File: src/rtl/render_pkg.sv
// Shared constants, colour-pack widths and FSM state type for the render frame controller.
package render_pkg;

    localparam int RFC_START_X       = 340;
    localparam int RFC_START_Y       = 390;
    localparam int RFC_END_X         = 684;
    localparam int RFC_END_Y         = 765;
    localparam int RFC_REGION_DIVIDE = 530;
    localparam int RFC_CYL_SHIFT     = 2;

    localparam int RGB_IN_W    = 24;
    localparam int RGB_OUT_W   = 12;
    localparam int HCOUNT_W    = 11;
    localparam int VCOUNT_W    = 10;
    localparam int ADDR_W      = 17;
    localparam int ADDR_CALC_W = 18;

    typedef enum logic [1:0] {
        IDLE,
        RENDER,
        WAIT_SWAP
    } rfc_state_t;

    // RGB888 -> RGB444 by keeping the top nibble of each channel.
    function automatic logic [RGB_OUT_W-1:0] pack_rgb444(input logic [RGB_IN_W-1:0] rgb);
        return {rgb[23:20], rgb[15:12], rgb[7:4]};
    endfunction

endpackage

File: src/rtl/render_fb_addr.sv
// Combinational window test and framebuffer address for one pixel coordinate.
module render_fb_addr
    import render_pkg::*;
#(
    parameter int START_X       = RFC_START_X,
    parameter int START_Y       = RFC_START_Y,
    parameter int END_X         = RFC_END_X,
    parameter int END_Y         = RFC_END_Y,
    parameter int REGION_DIVIDE = RFC_REGION_DIVIDE,
    parameter int CYL_SHIFT     = RFC_CYL_SHIFT
) (
    input  logic [HCOUNT_W-1:0] hcount,
    input  logic [VCOUNT_W-1:0] vcount,
    output logic                write_ok,
    output logic [ADDR_W-1:0]   addr
);

    localparam logic [ADDR_CALC_W-1:0] SX    = ADDR_CALC_W'(START_X);
    localparam logic [ADDR_CALC_W-1:0] SY    = ADDR_CALC_W'(START_Y);
    localparam logic [ADDR_CALC_W-1:0] EX    = ADDR_CALC_W'(END_X);
    localparam logic [ADDR_CALC_W-1:0] EY    = ADDR_CALC_W'(END_Y);
    localparam logic [ADDR_CALC_W-1:0] RDIV  = ADDR_CALC_W'(REGION_DIVIDE);
    localparam logic [ADDR_CALC_W-1:0] SHIFT = ADDR_CALC_W'(CYL_SHIFT);
    localparam logic [ADDR_CALC_W-1:0] WIDTH = ADDR_CALC_W'(END_X - START_X);

    logic [ADDR_CALC_W-1:0]        h_ext;
    logic [ADDR_CALC_W-1:0]        v_ext;
    logic [ADDR_CALC_W-1:0]        shift;
    logic [ADDR_CALC_W-1:0]        h_off;
    logic [ADDR_CALC_W-1:0]        v_off;
    logic [ADDR_CALC_W-1:0]        addr_full;
    logic [ADDR_CALC_W-ADDR_W-1:0] addr_unused;
    logic                          in_window;

    assign h_ext = ADDR_CALC_W'(hcount);
    assign v_ext = ADDR_CALC_W'(vcount);

    // Rows above the region divide come from the cylinder and sit CYL_SHIFT columns right.
    assign shift = (v_ext < RDIV) ? SHIFT : '0;

    assign in_window = (h_ext >= SX) && (h_ext < EX) && (v_ext >= SY) && (v_ext < EY);
    assign h_off     = h_ext - SX;
    assign v_off     = v_ext - SY;
    assign write_ok  = in_window && (h_off >= shift);

    assign addr_full   = (h_off - shift) + v_off * WIDTH;
    assign addr        = addr_full[ADDR_W-1:0];
    assign addr_unused = addr_full[ADDR_CALC_W-1:ADDR_W];

endmodule

File: src/rtl/render_frame_ctrl.sv
// Double-buffered framebuffer write controller: accepts rendered pixels, packs and
// addresses them, and swaps banks only between complete frames.
module render_frame_ctrl
    import render_pkg::*;
#(
    parameter int START_X       = RFC_START_X,
    parameter int START_Y       = RFC_START_Y,
    parameter int END_X         = RFC_END_X,
    parameter int END_Y         = RFC_END_Y,
    parameter int REGION_DIVIDE = RFC_REGION_DIVIDE,
    parameter int CYL_SHIFT     = RFC_CYL_SHIFT
) (
    input  logic                 aclk,
    input  logic                 aresetn,
    input  logic [RGB_IN_W-1:0]  pixel_axis_tdata,
    input  logic                 pixel_axis_tvalid,
    output logic                 pixel_axis_tready,
    input  logic [HCOUNT_W-1:0]  hcount_in,
    input  logic [VCOUNT_W-1:0]  vcount_in,
    input  logic                 nf_in,
    output logic                 wr_en,
    output logic [ADDR_W-1:0]    wr_addr,
    output logic [RGB_OUT_W-1:0] wr_data,
    output logic                 wr_bank,
    output logic                 rd_bank,
    output logic                 render_start,
    output logic                 frame_done,
    output logic [7:0]           overrun_count
);

    rfc_state_t        state;
    rfc_state_t        next_state;
    logic              swap;
    logic              start_req;
    logic              overrun_inc;
    logic              accept_p0;
    logic              write_ok_p0;
    logic              vld_p0;
    logic              last_pix_p0;
    logic [ADDR_W-1:0] addr_p0;
    logic [11:0]       tdata_unused;

    render_fb_addr #(
        .START_X       (START_X),
        .START_Y       (START_Y),
        .END_X         (END_X),
        .END_Y         (END_Y),
        .REGION_DIVIDE (REGION_DIVIDE),
        .CYL_SHIFT     (CYL_SHIFT)
    ) u_fb_addr (
        .hcount   (hcount_in),
        .vcount   (vcount_in),
        .write_ok (write_ok_p0),
        .addr     (addr_p0)
    );

    assign pixel_axis_tready = (state == RENDER);
    assign accept_p0         = pixel_axis_tvalid && pixel_axis_tready;
    assign vld_p0            = accept_p0 && write_ok_p0;
    assign last_pix_p0       = accept_p0
                               && (hcount_in == HCOUNT_W'(END_X - 1))
                               && (vcount_in == VCOUNT_W'(END_Y - 1));
    assign rd_bank           = ~wr_bank;
    assign tdata_unused      = {pixel_axis_tdata[19:16], pixel_axis_tdata[11:8],
                                pixel_axis_tdata[3:0]};

    always_ff @(posedge aclk or negedge aresetn) begin
        if (!aresetn) begin
            state <= IDLE;
        end else begin
            state <= next_state;
        end
    end

    // A last pixel and nf_in in the same cycle closes the frame; the swap waits for the next nf_in.
    always_comb begin
        next_state  = state;
        swap        = 1'b0;
        start_req   = 1'b0;
        overrun_inc = 1'b0;
        case (state)
            IDLE: begin
                if (nf_in) begin
                    next_state = RENDER;
                    start_req  = 1'b1;
                end
            end
            RENDER: begin
                if (last_pix_p0) begin
                    next_state = WAIT_SWAP;
                end else if (nf_in) begin
                    overrun_inc = 1'b1;
                end
            end
            WAIT_SWAP: begin
                if (nf_in) begin
                    next_state = RENDER;
                    swap       = 1'b1;
                    start_req  = 1'b1;
                end
            end
            default: next_state = IDLE;
        endcase
    end

    // Stage p0 -> p1: registered write port, pulses, bank flag and overrun counter.
    always_ff @(posedge aclk or negedge aresetn) begin
        if (!aresetn) begin
            wr_en         <= 1'b0;
            wr_addr       <= '0;
            wr_data       <= '0;
            render_start  <= 1'b0;
            frame_done    <= 1'b0;
            wr_bank       <= 1'b0;
            overrun_count <= '0;
        end else begin
            wr_en        <= vld_p0;
            render_start <= start_req;
            frame_done   <= last_pix_p0;
            if (vld_p0) begin
                wr_addr <= addr_p0;
                wr_data <= pack_rgb444(pixel_axis_tdata);
            end
            if (swap) begin
                wr_bank <= ~wr_bank;
            end
            if (overrun_inc && (overrun_count != 8'hFF)) begin
                overrun_count <= overrun_count + 8'd1;
            end
        end
    end

endmodule
File: config.mk
export PLATFORM = sky130hd
export DESIGN_NAME = render_frame_ctrl
export DESIGN_NICKNAME = d
export VERILOG_FILES = /design/src/rtl/render_pkg.sv /design/src/rtl/render_fb_addr.sv /design/src/rtl/render_frame_ctrl.sv
export SDC_FILE = /design/constraint.sdc
export NUM_CORES = 1
export LEC_CHECK = 0
export ABC_AREA = 1
export BUFFER_PORTS_ARGS = -buffer_cell sky130_fd_sc_hd__clkbuf_2
export CORE_MARGIN = 5
export CORE_UTILIZATION = 58
export CTS_BUF_LIST = sky130_fd_sc_hd__clkbuf_4 sky130_fd_sc_hd__clkbuf_8
export DETAILED_ROUTE_END_ITERATION = 6
export PLACE_DENSITY = 0.83
export REMOVE_ABC_BUFFERS = 1
export SYNTH_ARGS = -nofsm -noshare
export SYNTH_HDL_FRONTEND = slang
export SYNTH_SLANG_ARGS = --single-unit
File: constraint.sdc
create_clock -name aclk -period 1.9 [get_ports aclk]
set_input_delay 0.095 -clock aclk [delete_from_list [all_inputs] [get_ports aclk]]
set_output_delay 0.095 -clock aclk [all_outputs]
set_load 0.005 [all_outputs]
==> flow_summary.ini, run 1 <==
[global_routing]
grt_overflow_total = 667
grt_max_degree = 43
grt_util_all_layers_pct = 89.27

[placement]
hpwl_mm = 10.90
port_buffers = 79
place_congestion = 0.9299

[timing]
worstEpCategory = register data pin
crit_endpoint = wr_addr[16]$_DFFE_PN0P_/D

[clock_network]
cts_num_sinks = 43
root_buffer = clkbuf_8
numCtsBuffers = 5
htreeDepth = 2
cts_buffer_depth = 2

[logic_synthesis]
synth.distinct_cells = 43
netlist_instances = 648
netlist_area_mm2 = 0.004791
synth_area_per_cell_um2 = 7.393
synth_edf_count = 0
ys_ff_latch = 43
seq_area_frac_synth_pct = 22.46
yosysWarningCount = 0
synthArstFlopShare_pct = 100.0
synth_ff_type = dfrtp_1

[run_status]
error = [ERROR GRT-0232] Routing congestion too high. Check the congestion heatmap in the GUI.
outcome = stopped before the end
lastStage = global routing

[floorplan]
die_h_um = 100.9
start_util_pct = 58.90
die_width_um = 100.9
floorplan.rows = 33
io_pins = 92
cells by family after synthesis:
family / synth area share [%]
simple gates: 26.33
buf+inv: 12.48
compound gates: 11.10
fa+ha+maj: 20.27
flops: 22.46
xor+xnor: 7.130
mux: 0.2350
synth_stat cells, types with 13 or more instances:
cell type    n  area share, %
a21oi_1     28            2.9
dfrtp_1     43             22
fa_1        16            6.7
ha_1        52             14
inv_1      129             10
nand2_1    124            9.7
nand3_1     34            3.6
nor2_1      43            3.4
o21ai_1     13            1.4
o21ai_2     16            2.9
xnor2_1     17            3.1
xor2_1      22            4.0
per-stage QoR:
stage	TNS [ns]	area (um2)	std cells	hold slack [ns]	worst slack, ns
floorplan	-21.93	4710	639	-0.2006	-2.586
global placement	-37.87	6302	965	0.1106	-2.544
detailed placement	-39.96	6302	965	0.1243	-2.864
CTS	-28.53	7271	991	0.07477	-2.113
metal layers:
| layer | GRT overflow | track usage [%] |
|---|---|---|
| met1 | 6 | 81.57 |
| met2 | 500 | 120.5 |
| met3 | 2 | 59.58 |
| met4 | 159 | 104.6 |
| met5 | 0 | 7.692 |
repair_timing:
action | 4_1_cts
setup endpoints to repair | 31
pin swaps | 57
hold endpoints to repair | 22
resized for setup | 148
setup buffers | 19
hold buffers | 1
cloned | 1
==> inputs of run 2 (changes only) <==
CORE_UTILIZATION = 40   (was 58)
CTS_BUF_LIST = unset   (was sky130_fd_sc_hd__clkbuf_4 sky130_fd_sc_hd__clkbuf_8)
PLACE_DENSITY = unset   (was 0.83)
PLACE_DENSITY_LB_ADDON = 0.15   (was unset)
==> run 2 against run 1 <==
The flow now finishes, with violations (setup timing). Synthesized area unchanged. Synthesized cell count unchanged.
==> flow_summary.ini, run 2 <==
[detailed_routing]
drtIter0Drc = 140
drc = 0
drt_wl_total_mm = 14.79
dr.pass1.iters = 4
postRouteAntennaNets = 0
vias = 5033
wl_per_cell_um = 14.01
vias_per_cell = 4.771

[clock_network]
clkLatencyLatePin_ns = 0.29
numCtsBuffers = 5
cts_buffer_depth = 2
cts_tree = built
root_buffer = clkbuf_16
htreeDepth = 2
clk_pin_slew_ns = 0.07
cts_num_sinks = 43

[global_routing]
grt_util_all_layers_pct = 20.23
grt_overflow_total = 0
grt_pass1_wl_mm = 24.00
antenna_found_initial = 0
grt_max_degree = 22
grt_pass1_vias = 5126

[logic_synthesis]
synthArstFlopShare_pct = 100.0
seq_area_frac_synth_pct = 22.46
synth_ff_type = dfrtp_1
synthTopCellsByCount = 129 x inv_1, 124 x nand2_1, 52 x ha_1
yosysWarningCount = 0
netlist_instances = 648
yosysTopAreaCellShare_pct = 22.46
netlist_area_mm2 = 0.004791
synthTopCellsByArea = dfrtp_1 22%, ha_1 14%, inv_1 10%
synth.most_common_cell = inv_1
ys_ff_latch = 43
synth_area_per_cell_um2 = 7.393
synth.distinct_cells = 43
netlist.top_cell.by_area = dfrtp_1
synth_edf_count = 0

[floorplan]
start_util_pct = 40.39
core_mm2 = 0.01186
die_width_um = 119.4
io_pins = 92
die_area_mm2 = 0.01427
floorplan.rows = 40
die_h_um = 119.4

[power_and_ir_drop]
ir_drop_v = 0.001023
power.leakage_uw = 0.004091
total_power_uw = 12370
power_density_mw_per_mm2 = 1541

[timing]
max_slew_margin_pct = 71.12
hold_violations = 0
worst_hold_slack_ns = 0.07821
report.final.slew_viol_count = 0
worst_slack_ns = -2.112
tightest_slew_ns = 0.4333
max_freq_ghz = 0.2492
setup_violations = 30
rsz0062_at_grt = true
fin_crit_sh_pct = 211.2
fin_crit_ns = 4.012
skew_ns = 0.006178
setup_tns_ns = -27.51

[run_status]
violations = setup timing
outcome = finished with violations

[finish]
drive_gt1_share_pct = 51.76
fin_cells = 1055
top_register = wr_addr
syn_to_final_growth_pct = 67.62
antenna_cells = 0
final_common_cell = buf_4
utilization_pct = 67.70
nets = 1024
nFillCells = 897
largest_register_ffs = 17
largest_registers = wr_addr x17, wr_data x12, overrun_count x8
layout_common_cells = 156 x buf_4, 106 x inv_1, 96 x nand2_1

[run]
drv_cap = 0

[worst_setup_path]
worstPathArrival_ns = 4.19
cp-start-kind = primary input
ff2ff_path_depth = 10
crit-reg2reg-launch = state[1]$_DFFE_PN0P_
max_stage_delay_ns = 0.55
cp.required_ns = 2.08
slowest_stage = fa_1
critPathKind = primary input to register
r2r-end = wr_data[9]$_DFFE_PN0P_
rrSetupSlack_ns = 0.04
path_common_cell = nand2_1
crit_fanout = 3
endpoint_kind = register

[hold_path]
min_from = nf_in
holdCritPathClass = primary input to register
hold-path-cell-count = 3
hold-path-endpoint = render_start$_DFF_PN0_

[placement]
port_buffers = 79
place_congestion = 0.8817
hpwl_mm = 10.56
numPlacedInstances = 1020
[run 2: cell counts after synthesis]
No cell type changed its count.
[run 2: cell type report]
type | count | area, um2 | share of cell area (%)
Multi-Input combinational cell | 459 | 4106 | 51.14
Timing Repair Buffer | 260 | 1931 | 24.04
Sequential cell | 43 | 1076 | 13.40
Inverter | 137 | 545.5 | 6.793
Tap cell | 147 | 183.9 | 2.290
Clock buffer | 5 | 125.1 | 1.558
Clock inverter | 3 | 46.29 | 0.5765
Timing Repair inverter | 1 | 16.27 | 0.2026
[run 2: worst max path at each step]
stage	start	to	slack (ns)	cells past startpoint
floorplan	vcount_in[1]	wr_addr[15]$_DFFE_PN0P_	-2.59	28
global placement	vcount_in[1]	wr_addr[15]$_DFFE_PN0P_	-2.59	29
detailed placement	vcount_in[1]	wr_addr[15]$_DFFE_PN0P_	-2.73	29
CTS	vcount_in[2]	wr_addr[16]$_DFFE_PN0P_	-2.07	29
global route	vcount_in[5]	wr_addr[16]$_DFFE_PN0P_	-2.35	32
finish	vcount_in[1]	wr_addr[16]$_DFFE_PN0P_	-2.11	32
[run 2: repair_timing]
item | 4_1_cts | 5_1_grt
gates resized for setup | 168 | 82
hold buffers | 1 | 0
pin swaps | 71 | 64
endpoints found under the setup margin | 31 | 36
cloned | 2 | 0
hold endpoints to repair | 15 | 0
buffers inserted | 19 | 9
[run 2: cells by family after synthesis]
logic type / Yosys count / share of synthesized area (%)
compound gates: 84 / 11.10
xor+xnor: 39 / 7.130
fa+ha+maj: 68 / 20.27
buf+inv: 146 / 12.48
flops: 43 / 22.46
mux: 1 / 0.2350
simple gates: 267 / 26.33
[run 2: power by group]
group / switching (uW) / total, uW / internal [uW] / leakage (uW)
sequential: 252 / 1490 / 1240 / 0.000504
clock: 381 / 1010 / 625 / 0.0000804
combinational: 4730 / 9870 / 5140 / 0.00351
total: 5360 / 12400 / 7010 / 0.00409
[run 2: metrics by stage]
step	instance area (um2)	worst slack, ns
floorplan	4710	-2.586
global placement	6452	-2.588
detailed placement	6452	-2.735
CTS	7597	-2.067
global route	8030	-2.346
finish	8030	-2.112
[run 2: critical path, delay by kind of cell]
kind | cells | cell delay [ns]
buffers and inverters | 7 | 0.40
AO/OA/AOI/OAI | 5 | 0.55
AND/OR/NAND/NOR | 13 | 0.95
XOR/XNOR | 1 | 0.12
adder cells (fa/ha/maj) | 6 | 2.04
[run 2: per-layer routing]
metal / share of wire [%] / GRT usage (%) / up-vias
met5: 0 / 0 / -
met4: 1.8 / 3.722 / 0
met3: 3.0 / 3.514 / 24
met2: 53 / 37.08 / 80
met1: 42 / 24.99 / 2373
li1: - / - / 2556
Power figures use the tool's default switching activity.
